File: src/rtl/exec_writeback_unit.sv
// Execute/write-back stage: single-cycle ALU ops plus optional shift-add multiply.
// Optional feature macro: EXEC_MUL_EN (16-cycle multiplier; otherwise MUL flags illegal).
module exec_writeback_unit #(
  parameter int W    = 16,
  parameter int RIDX = 3
) (
  input  logic            clk,
  input  logic            reset,
  input  logic            issue_valid,
  output logic            issue_ready,
  input  logic [2:0]      op,
  input  logic [RIDX-1:0] rd_in,
  input  logic [W-1:0]    a,
  input  logic [W-1:0]    b,
  output logic            we,
  output logic [RIDX-1:0] rd,
  output logic [W-1:0]    wd,
  output logic            flag_z,
  output logic            flag_c,
  output logic            illegal,
  output logic            busy
);

  typedef enum logic [1:0] {S_IDLE, S_MUL, S_WB} state_t;
  typedef enum logic [2:0] {
    OP_ADD = 3'b000, OP_SUB = 3'b001, OP_AND = 3'b010, OP_OR  = 3'b011,
    OP_XOR = 3'b100, OP_SHL = 3'b101, OP_SHR = 3'b110, OP_MUL = 3'b111
  } op_t;

  state_t         state;
  op_t            op_dec;
  logic           accept;
  logic [W-1:0]   alu_res;
  logic           alu_c;
  logic           alu_c_upd;
  logic [W:0]     sum_ext;
  logic [W:0]     diff_ext;

  assign op_dec   = op_t'(op);
  assign accept   = issue_valid & issue_ready;
  assign sum_ext  = {1'b0, a} + {1'b0, b};
  assign diff_ext = {1'b0, a} - {1'b0, b};

  // Extended-width difference: its top bit is exactly the unsigned borrow (a < b).
  always_comb begin
    alu_res   = '0;
    alu_c     = 1'b0;
    alu_c_upd = 1'b0;
    unique case (op_dec)
      OP_ADD: begin
        alu_res   = sum_ext[W-1:0];
        alu_c     = sum_ext[W];
        alu_c_upd = 1'b1;
      end
      OP_SUB: begin
        alu_res   = diff_ext[W-1:0];
        alu_c     = diff_ext[W];
        alu_c_upd = 1'b1;
      end
      OP_AND:  alu_res = a & b;
      OP_OR:   alu_res = a | b;
      OP_XOR:  alu_res = a ^ b;
      OP_SHL:  alu_res = a << b[3:0];
      OP_SHR:  alu_res = a >> b[3:0];
      default: alu_res = '0;
    endcase
  end

`ifdef EXEC_MUL_EN
  localparam int CNT_W = $clog2(W);
  localparam logic [CNT_W-1:0] CNT_LAST = CNT_W'(W - 1);

  logic [W-1:0]     a_sh;
  logic [W-1:0]     b_sh;
  logic [W-1:0]     acc;
  logic [W-1:0]     acc_next;
  logic [CNT_W-1:0] cnt;
  logic [RIDX-1:0]  rd_lat;

  assign acc_next    = b_sh[0] ? (acc + a_sh) : acc;
  assign issue_ready = (state != S_MUL);
`else
  assign issue_ready = 1'b1;
  assign busy        = 1'b0;
`endif

  always_ff @(posedge clk or posedge reset) begin
    if (reset) begin
      state   <= S_IDLE;
      we      <= 1'b0;
      rd      <= '0;
      wd      <= '0;
      flag_z  <= 1'b0;
      flag_c  <= 1'b0;
      illegal <= 1'b0;
`ifdef EXEC_MUL_EN
      busy    <= 1'b0;
      cnt     <= '0;
      a_sh    <= '0;
      b_sh    <= '0;
      acc     <= '0;
      rd_lat  <= '0;
`endif
    end else begin
      we      <= 1'b0;
      illegal <= 1'b0;
      case (state)
        S_MUL: begin
`ifdef EXEC_MUL_EN
          acc  <= acc_next;
          a_sh <= a_sh << 1;
          b_sh <= b_sh >> 1;
          cnt  <= cnt + 1'b1;
          if (cnt == CNT_LAST) begin
            state  <= S_WB;
            busy   <= 1'b0;
            we     <= 1'b1;
            rd     <= rd_lat;
            wd     <= acc_next;
            flag_z <= (acc_next == '0);
          end
`else
          state <= S_IDLE;
`endif
        end
        default: begin
          if (accept) begin
            if (op_dec == OP_MUL) begin
`ifdef EXEC_MUL_EN
              state  <= S_MUL;
              busy   <= 1'b1;
              a_sh   <= a;
              b_sh   <= b;
              acc    <= '0;
              cnt    <= '0;
              rd_lat <= rd_in;
`else
              state   <= S_IDLE;
              illegal <= 1'b1;
`endif
            end else begin
              state  <= S_WB;
              we     <= 1'b1;
              rd     <= rd_in;
              wd     <= alu_res;
              flag_z <= (alu_res == '0);
              if (alu_c_upd) flag_c <= alu_c;
            end
          end else begin
            state <= S_IDLE;
          end
        end
      endcase
    end
  end

endmodule
File: config.mk
export PLATFORM = sky130hd
export DESIGN_NAME = exec_writeback_unit
export DESIGN_NICKNAME = d
export VERILOG_FILES = /design/src/rtl/exec_writeback_unit.sv
export SDC_FILE = /design/constraint.sdc
export NUM_CORES = 1
export LEC_CHECK = 0
export ABC_AREA = 0
export BUFFER_PORTS_ARGS = -buffer_cell sky130_fd_sc_hd__buf_2
export CAP_MARGIN = 20
export CORE_MARGIN = 5
export CORE_UTILIZATION = 54
export DETAILED_ROUTE_END_ITERATION = 8
export HOLD_SLACK_MARGIN = 0.1
export PLACE_DENSITY_LB_ADDON = 0.25
export SYNTH_ARGS = -nofsm -noshare
export SYNTH_HDL_FRONTEND = slang
export SYNTH_SLANG_ARGS = --single-unit
export TNS_END_PERCENT = 10
File: constraint.sdc
create_clock -name clk -period 0.9 [get_ports clk]
set_clock_uncertainty 0.15 [all_clocks]
set_input_delay 0.045 -clock clk [delete_from_list [all_inputs] [get_ports clk]]
set_output_delay 0.045 -clock clk [all_outputs]
set_load 0.03 [all_outputs]
==> run_results.csv, run 1 <==
group,metric,value,unit
outcome,status,"finished, violations left",
outcome,violations,"negative setup slack",
layout,fillers,503,
detailed_routing,drt-total-wl,22010,um
placed_design,globalplace.congestion,1.005,
layout,drive_gt1_share,46.89,%
hold_path,whs_endpoint,"illegal$_DFF_PP0_",
yosys,yosysTopAreaCellShare,13.05,%
critical_path,path_cells,"clkbuf_4, buf_4, ha_1, buf_4, nor2_1, o2bb2ai_1, a211oi_2, buf_4, o41a_1, o311ai_1, a21oi_1, nand4_1, nor4_2, a32o_2",
detailed_routing,wl_per_cell,22.95,um
yosys,synth_fp_nets,696,
critical_path,worstPathRequired,0.90,ns
yosys,syn_area,0.004700,mm^2
sta,worstMarginPinSlew,0.5203,ns
hold_path,hold_class,"in -> reg",
critical_path,startpoint_type,"input pin",
clock_tree,max-clock-path-buffers,2,
global_route,grt_use_total,37.82,%
yosys,yosysSeqAreaShare,12.25,%
critical_path,crit_top_cell,"buf_4",
hold_path,hold_path_depth,4,
sta,min_period,2.872,ns
sta,slew-limit-headroom,64.84,%
critical_path,crit_arrival,2.88,ns
sta,fmax,348.2,MHz
sta,finalCritPeriodShare,319.1,%
sta,layout_setup_ws,-1.972,ns
sta,finalMaxSlewViolations,0,
floorplanning,die_h,103.3,um
global_route,grt_pass1_vias,5948,
sta,rsz0062_at_grt,"yes",
global_route,grt_first_pass_wirelength,31420,um
power,p_leak,3.431,nW
floorplanning,pin_count,66,
critical_path,crit_fanout,6,
sta,fin_hold_ws,0.02268,ns
power,p_per_area,962.6,mW/mm^2
placed_design,io_buffers,63,
yosys,synth-seq-cells,23,
clock_tree,cts_tree,"built",
detailed_routing,ant_nets,0,
critical_path,criticalPathCategory,"in -> reg",
sta,finalSetupTns,-29.61,ns
clock_tree,clock-sinks,23,
clock_tree,cts_made_buffers,3,
detailed_routing,drtIter0Drc,709,
critical_path,max_stage_delay,0.35,ns
floorplanning,start_util,54.69,%
layout,antennaDiodeCount,0,
detailed_routing,num_vias,6322,
yosys,synthArstFlopShare,100.0,%
floorplanning,die_area,0.01067,mm^2
clock_tree,clockRootBuffer,"clkbuf_8",
clock_tree,path_clk_slew,0.08,ns
yosys,synth_cell_types,80,
global_route,grt_overflow,0,
critical_path,r2r_slack,-0.06,ns
power,ir_worst_vdd,582.1,uV
critical_path,cp-end-kind,"register",
sta,hold_viol_final,0,
placed_design,place_ws,-2.094,ns
placed_design,place_hpwl,15160,um
global_route,antenna_found_initial,0,
critical_path,timing.rr.start,"wd[1]$_DFFE_PP0P_",
yosys,synth_area_leaders,"ha_1 13%, dfrtp_1 12%, mux4_2 7.2%",
sta,setup_violations,44,
yosys,synth_ff_type,"dfrtp_1",
critical_path,ff2ff_path_depth,1,
clock_tree,hold_buffers,4,
yosys,synth_area_leader_cell,"ha_1",
detailed_routing,viasPerCell,6.592,
yosys,synthCells,604,
floorplanning,row_count,34,
critical_path,cpMaxStageDelayCell,"o41a_1",
detailed_routing,first_pass_iters,6,
yosys,ys_warn_count,0,
flow_run,max_cap_violations,0,
detailed_routing,drc_errors,0,
floorplanning,design.core.area,0.008593,mm^2
critical_path,r2r_end,"wd[1]$_DFFE_PP0P_",
hold_path,min_from,"issue_valid",
clock_tree,h-tree-depth,1,
yosys,synth_area_per_cell,7.781,um^2
floorplanning,fp.dieW,103.3,um
layout,fin_nets,944,
clock_tree,clock_latency,0.26,ns
yosys,synth_edf_count,0,
global_route,grt_max_degree,40,
layout,areaGrowthSynthToFinish,55.75,%
critical path: cells and delay by family:
kind | cells | cell delay, ns
compound gates | 6 | 1.43
buf+inv | 4 | 0.66
simple gates | 3 | 0.49
fa+ha+maj | 1 | 0.25
per-stage QoR:
step / cells / power [mW] / util [%] / area, um^2
after floorplan: 604 / 3.568 / - / 4738
after global placement: 942 / 5.292 / 76.27 / 6554
after detailed placement: 942 / 5.396 / 76.27 / 6554
after CTS: 954 / 6.543 / 83.10 / 7141
after global routing: 959 / 7.325 / 85.18 / 7320
final: 959 / 7.046 / 85.18 / 7320
where the power goes:
group          total, mW  switching, mW  internal [mW]
logic               5.07           2.69           2.38
registers           1.34          0.145           1.20
clock network      0.633          0.317          0.316
logic make-up after synthesis:
family	Yosys count	synth area share, %
simple gates	194	20.10
compound gates	174	26.30
fa+ha+maj	51	13.90
flops	23	12.25
mux	56	17.20
buf+inv	96	8.600
xor+xnor	8	1.491
other cells	2	0.1598
registers in the layout, summed over array words and instances, names as in the netlist:
name	flops
illegal	1
flag_z	1
flag_c	1
wd	16
rd	3
we	1
worst max-delay path by stage:
stage,start,to,slack (ns),depth (start not counted)
6_report,a[6],flag_z$_DFFE_PP0P_,-1.97,14
5_1_grt,a[6],flag_z$_DFFE_PP0P_,-1.98,14
4_1_cts,a[0],flag_z$_DFFE_PP0P_,-1.71,14
3_5_place_dp,a[2],flag_z$_DFFE_PP0P_,-2.09,13
3_3_place_gp,a[2],flag_z$_DFFE_PP0P_,-2.05,13
2_1_floorplan,b[1],flag_z$_DFFE_PP0P_,-1.91,13
cell type report:
| cell class | count | area, um^2 | share of cell area (%) |
|---|---|---|---|
| Multi-Input combinational cell | 485 | 4104 | 56.07 |
| Inverter | 52 | 198.9 | 2.718 |
| Tap cell | 108 | 135.1 | 1.846 |
| Clock buffer | 4 | 45.04 | 0.6154 |
| Timing Repair Buffer | 287 | 2261 | 30.89 |
| Sequential cell | 23 | 575.6 | 7.863 |
what timing repair did:
item / in CTS / in global routing
setup buffers: 4 / 5
setup endpoints to repair: 46 / 44
endpoints found under the hold margin: 28 / 3
pin swaps: 17 / 20
gates resized for setup: 120 / 29
synth_stat cells, types with 6 or more instances:
| cell | number |
|---|---|
| nand2_1 | 46 |
| mux2i_1 | 17 |
| nor2_1 | 64 |
| o22ai_1 | 10 |
| o211ai_1 | 9 |
| nor2b_1 | 10 |
| clkbuf_1 | 25 |
| inv_1 | 50 |
| nand3_1 | 9 |
| or3_1 | 7 |
| a211oi_1 | 17 |
| a21oi_1 | 31 |
| xnor2_1 | 7 |
| a22oi_1 | 11 |
| nor3_1 | 18 |
| buf_2 | 8 |
| mux4_2 | 15 |
| ha_1 | 49 |
| o21ai_0 | 27 |
| a31oi_1 | 6 |
| dfrtp_1 | 23 |
| nand2b_1 | 7 |
| mux2_2 | 19 |
placed cells by master, fill, tap and decap left out, types with 16 or more instances in the layout:
master   netlist  final
buf_4          4    209
nor2_1        64     62
inv_1         50     47
nand2_1       46     43
ha_1          49     37
buf_2          8     35
buf_6          2     31
a21oi_1       31     23
dfrtp_1       23     23
o21ai_0       27     20
nor3_1        18     17
mux2i_1       17     17
mux2_2        19     16
layer usage:
layer	up-vias	routed length (um)	global-route usage, %
met4	0	950	12.45
li1	2715	-	-
met5	-	0	0
met1	2992	8314	49.53
met2	506	10200	65.12
met3	109	2541	3.957
Note: power is estimated with default switching activity, not from simulation.
==> run 2: changes to the inputs <==
- TNS_END_PERCENT: 10 -> unset
==> run 2 against run 1 <==
  * The run ends with design-rule violations, negative setup slack left
  * Sequential power about the same
  * Maximum frequency shrank 6.5%
  * Via count up 18%
  * Sequential share of layout area down 0.73 points
  * Critical endpoint unchanged
  * Highest routed layer is now met5
==> run_results.csv, run 2 (synthesis results as in run 1) <==
group,metric,value,unit
layout,fillers,268,
power,ir_worst_vdd,930.2,uV
critical_path,crit_family,"simple AND/OR/NAND/NOR gates",
sta,fmax,325.6,MHz
sta,setup_violations,44,
flow_run,max_cap_violations,0,
outcome,status,"finished, violations left",
critical_path,max_stage_delay,0.47,ns
layout,reg_top3,"wd x16, rd x3",
detailed_routing,drtIter0Drc,1446,
sta,worstMarginPinSlew,1.073,ns
global_route,grt_first_pass_wirelength,34650,um
critical_path,crit_buf_inv,5,
critical_path,startpoint_type,"input pin",
critical_path,worstPathRequired,0.97,ns
sta,slew-limit-headroom,27.50,%
power,p_leak,3.737,nW
power,power.switching,3.937,mW
sta,min_period,3.071,ns
floorplanning,row_count,34,
placed_design,place_hpwl,14940,um
power,finalPower,8.258,mW
clock_tree,cts_made_buffers,3,
sta,rsz0062_at_grt,"yes",
clock_tree,max-clock-path-buffers,2,
global_route,grt_overflow,0,
placed_design,globalplace.congestion,1.024,
sta,fin_hold_ws,0.02516,ns
critical_path,cp-end-kind,"register",
floorplanning,pin_count,66,
global_route,grt_max_degree,40,
detailed_routing,viasPerCell,7.541,
detailed_routing,drt-total-wl,29990,um
placed_design,placed_cells,934,
detailed_routing,num_vias,7466,
power,intPower,4.321,mW
power,p_per_area,1024,mW/mm^2
outcome,violations,"design-rule violations, negative setup slack",
critical_path,criticalPathCategory,"in -> reg",
detailed_routing,ant_nets,0,
global_route,grt_use_total,41.98,%
clock_tree,h-tree-depth,1,
global_route,antenna_found_initial,2,
floorplanning,start_util,54.69,%
critical_path,crit_fanout,5,
layout,antennaDiodeCount,0,
layout,top_register,"wd",
layout,areaGrowthSynthToFinish,71.59,%
layout,final_cell_mix,"221 x buf_4, 58 x nor2_1, 47 x buf_6",
clock_tree,clockRootBuffer,"clkbuf_8",
power,combPwrFrac,75.1,%
hold_path,hold_class,"in -> async",
layout,fin_nets,975,
power,clockPowerShare,8.5,%
sta,finalCritPeriodShare,341.3,%
detailed_routing,drc_errors,24,
placed_design,io_buffers,63,
layout,layout_commonest_cell,"buf_4",
sta,finalMaxSlewViolations,0,
floorplanning,fp.dieW,103.3,um
layout,largest_register_ffs,16,
clock_tree,hold_buffers,4,
floorplanning,die_h,103.3,um
sta,hold_viol_final,0,
layout,instances_no_fill,990,
layout,drive_gt1_share,53.85,%
power,seqPwrFrac,16.4,%
power,switching_share,47.68,%
floorplanning,die_area,0.01067,mm^2
placed_design,place_ws,-2.040,ns
clock_tree,path_clk_slew,0.09,ns
detailed_routing,wl_per_cell,30.29,um
clock_tree,clock-sinks,23,
clock_tree,cts_tree,"built",
sta,finalSetupTns,-31.95,ns
global_route,grt_pass1_vias,6488,
critical_path,cpMaxStageDelayCell,"nor4_4",
critical_path,crit_arrival,3.14,ns
clock_tree,clock_latency,0.28,ns
floorplanning,design.core.area,0.008593,mm^2
detailed_routing,first_pass_iters,9,
sta,layout_setup_ws,-2.171,ns
critical_path,path_cells,"buf_12, buf_12, buf_6, buf_6, mux2_2, mux2i_1, a211oi_1, a2111oi_4, inv_1, nor4_4, nand3_1, nor4_2, a32o_2",
## run 2: layout make-up
| class | instances | area, um^2 | area share [%] |
|---|---|---|---|
| well taps | 108 | 135.1 | 1.676 |
| inverters | 52 | 219.0 | 2.715 |
| flip-flops and latches | 23 | 575.6 | 7.137 |
| multi-input cells | 485 | 4446 | 55.13 |
| clock buffers | 4 | 45.04 | 0.5586 |
| repair buffers | 318 | 2644 | 32.79 |
## run 2: stage by stage
step,utilization (%),instance area [um^2]
final,93.84,8064
after global routing,93.84,8064
after CTS,88.86,7636
after detailed placement,77.01,6618
after global placement,77.01,6618
after floorplan,-,4922
## run 2: worst paths after layout
| check | slack (ns) | cells past startpoint | start | endpoint |
|---|---|---|---|---|
| setup reg to reg | -0.32 | 3 | wd[10]$_DFFE_PP0P_ | wd[10]$_DFFE_PP0P_ |
| max in group asynchronous | 0.06 | 4 | reset | wd[1]$_DFFE_PP0P_ |
| hold / removal | 0.03 | 3 | reset | flag_c$_DFFE_PP0P_ |
| setup / recovery | -2.17 | 13 | b[1] | flag_z$_DFFE_PP0P_ |
| min in group clk | 0.03 | 3 | issue_valid | flag_c$_DFFE_PP0P_ |
| hold reg to reg | 0.39 | 2 | wd[9]$_DFFE_PP0P_ | wd[9]$_DFFE_PP0P_ |
## run 2: what timing repair did
| item | in CTS | in global routing |
|---|---|---|
| gates cloned | 3 | 0 |
| setup endpoints to repair | 44 | 44 |
| hold endpoints to repair | 29 | 3 |
| pin swaps | 41 | 51 |
| gates resized for setup | 164 | 68 |
| buffers inserted | 29 | 20 |
## run 2: layer usage
| layer | GRT usage, % | share of wire, % |
|---|---|---|
| met2 | 71.34 | 41 |
| met4 | 21.02 | 12 |
| met5 | 0 | 0.62 |
| met1 | 51.55 | 31 |
| met3 | 6.506 | 15 |
## run 2: worst min-delay path: stages
cell	delay [ns]
dlygate4sd3_1	0.54
buf_2	0.13
inv_1	0.10
## run 2: power groups by stage
stage	clock network (mW)	registers (mW)	logic, mW
2_1_floorplan	0	1.63	2.06
3_3_place_gp	0	1.29	4.07
3_5_place_dp	0	1.30	4.16
4_1_cts	0.618	1.32	5.00
5_1_grt	0.699	1.36	6.37
6_report	0.699	1.36	6.20
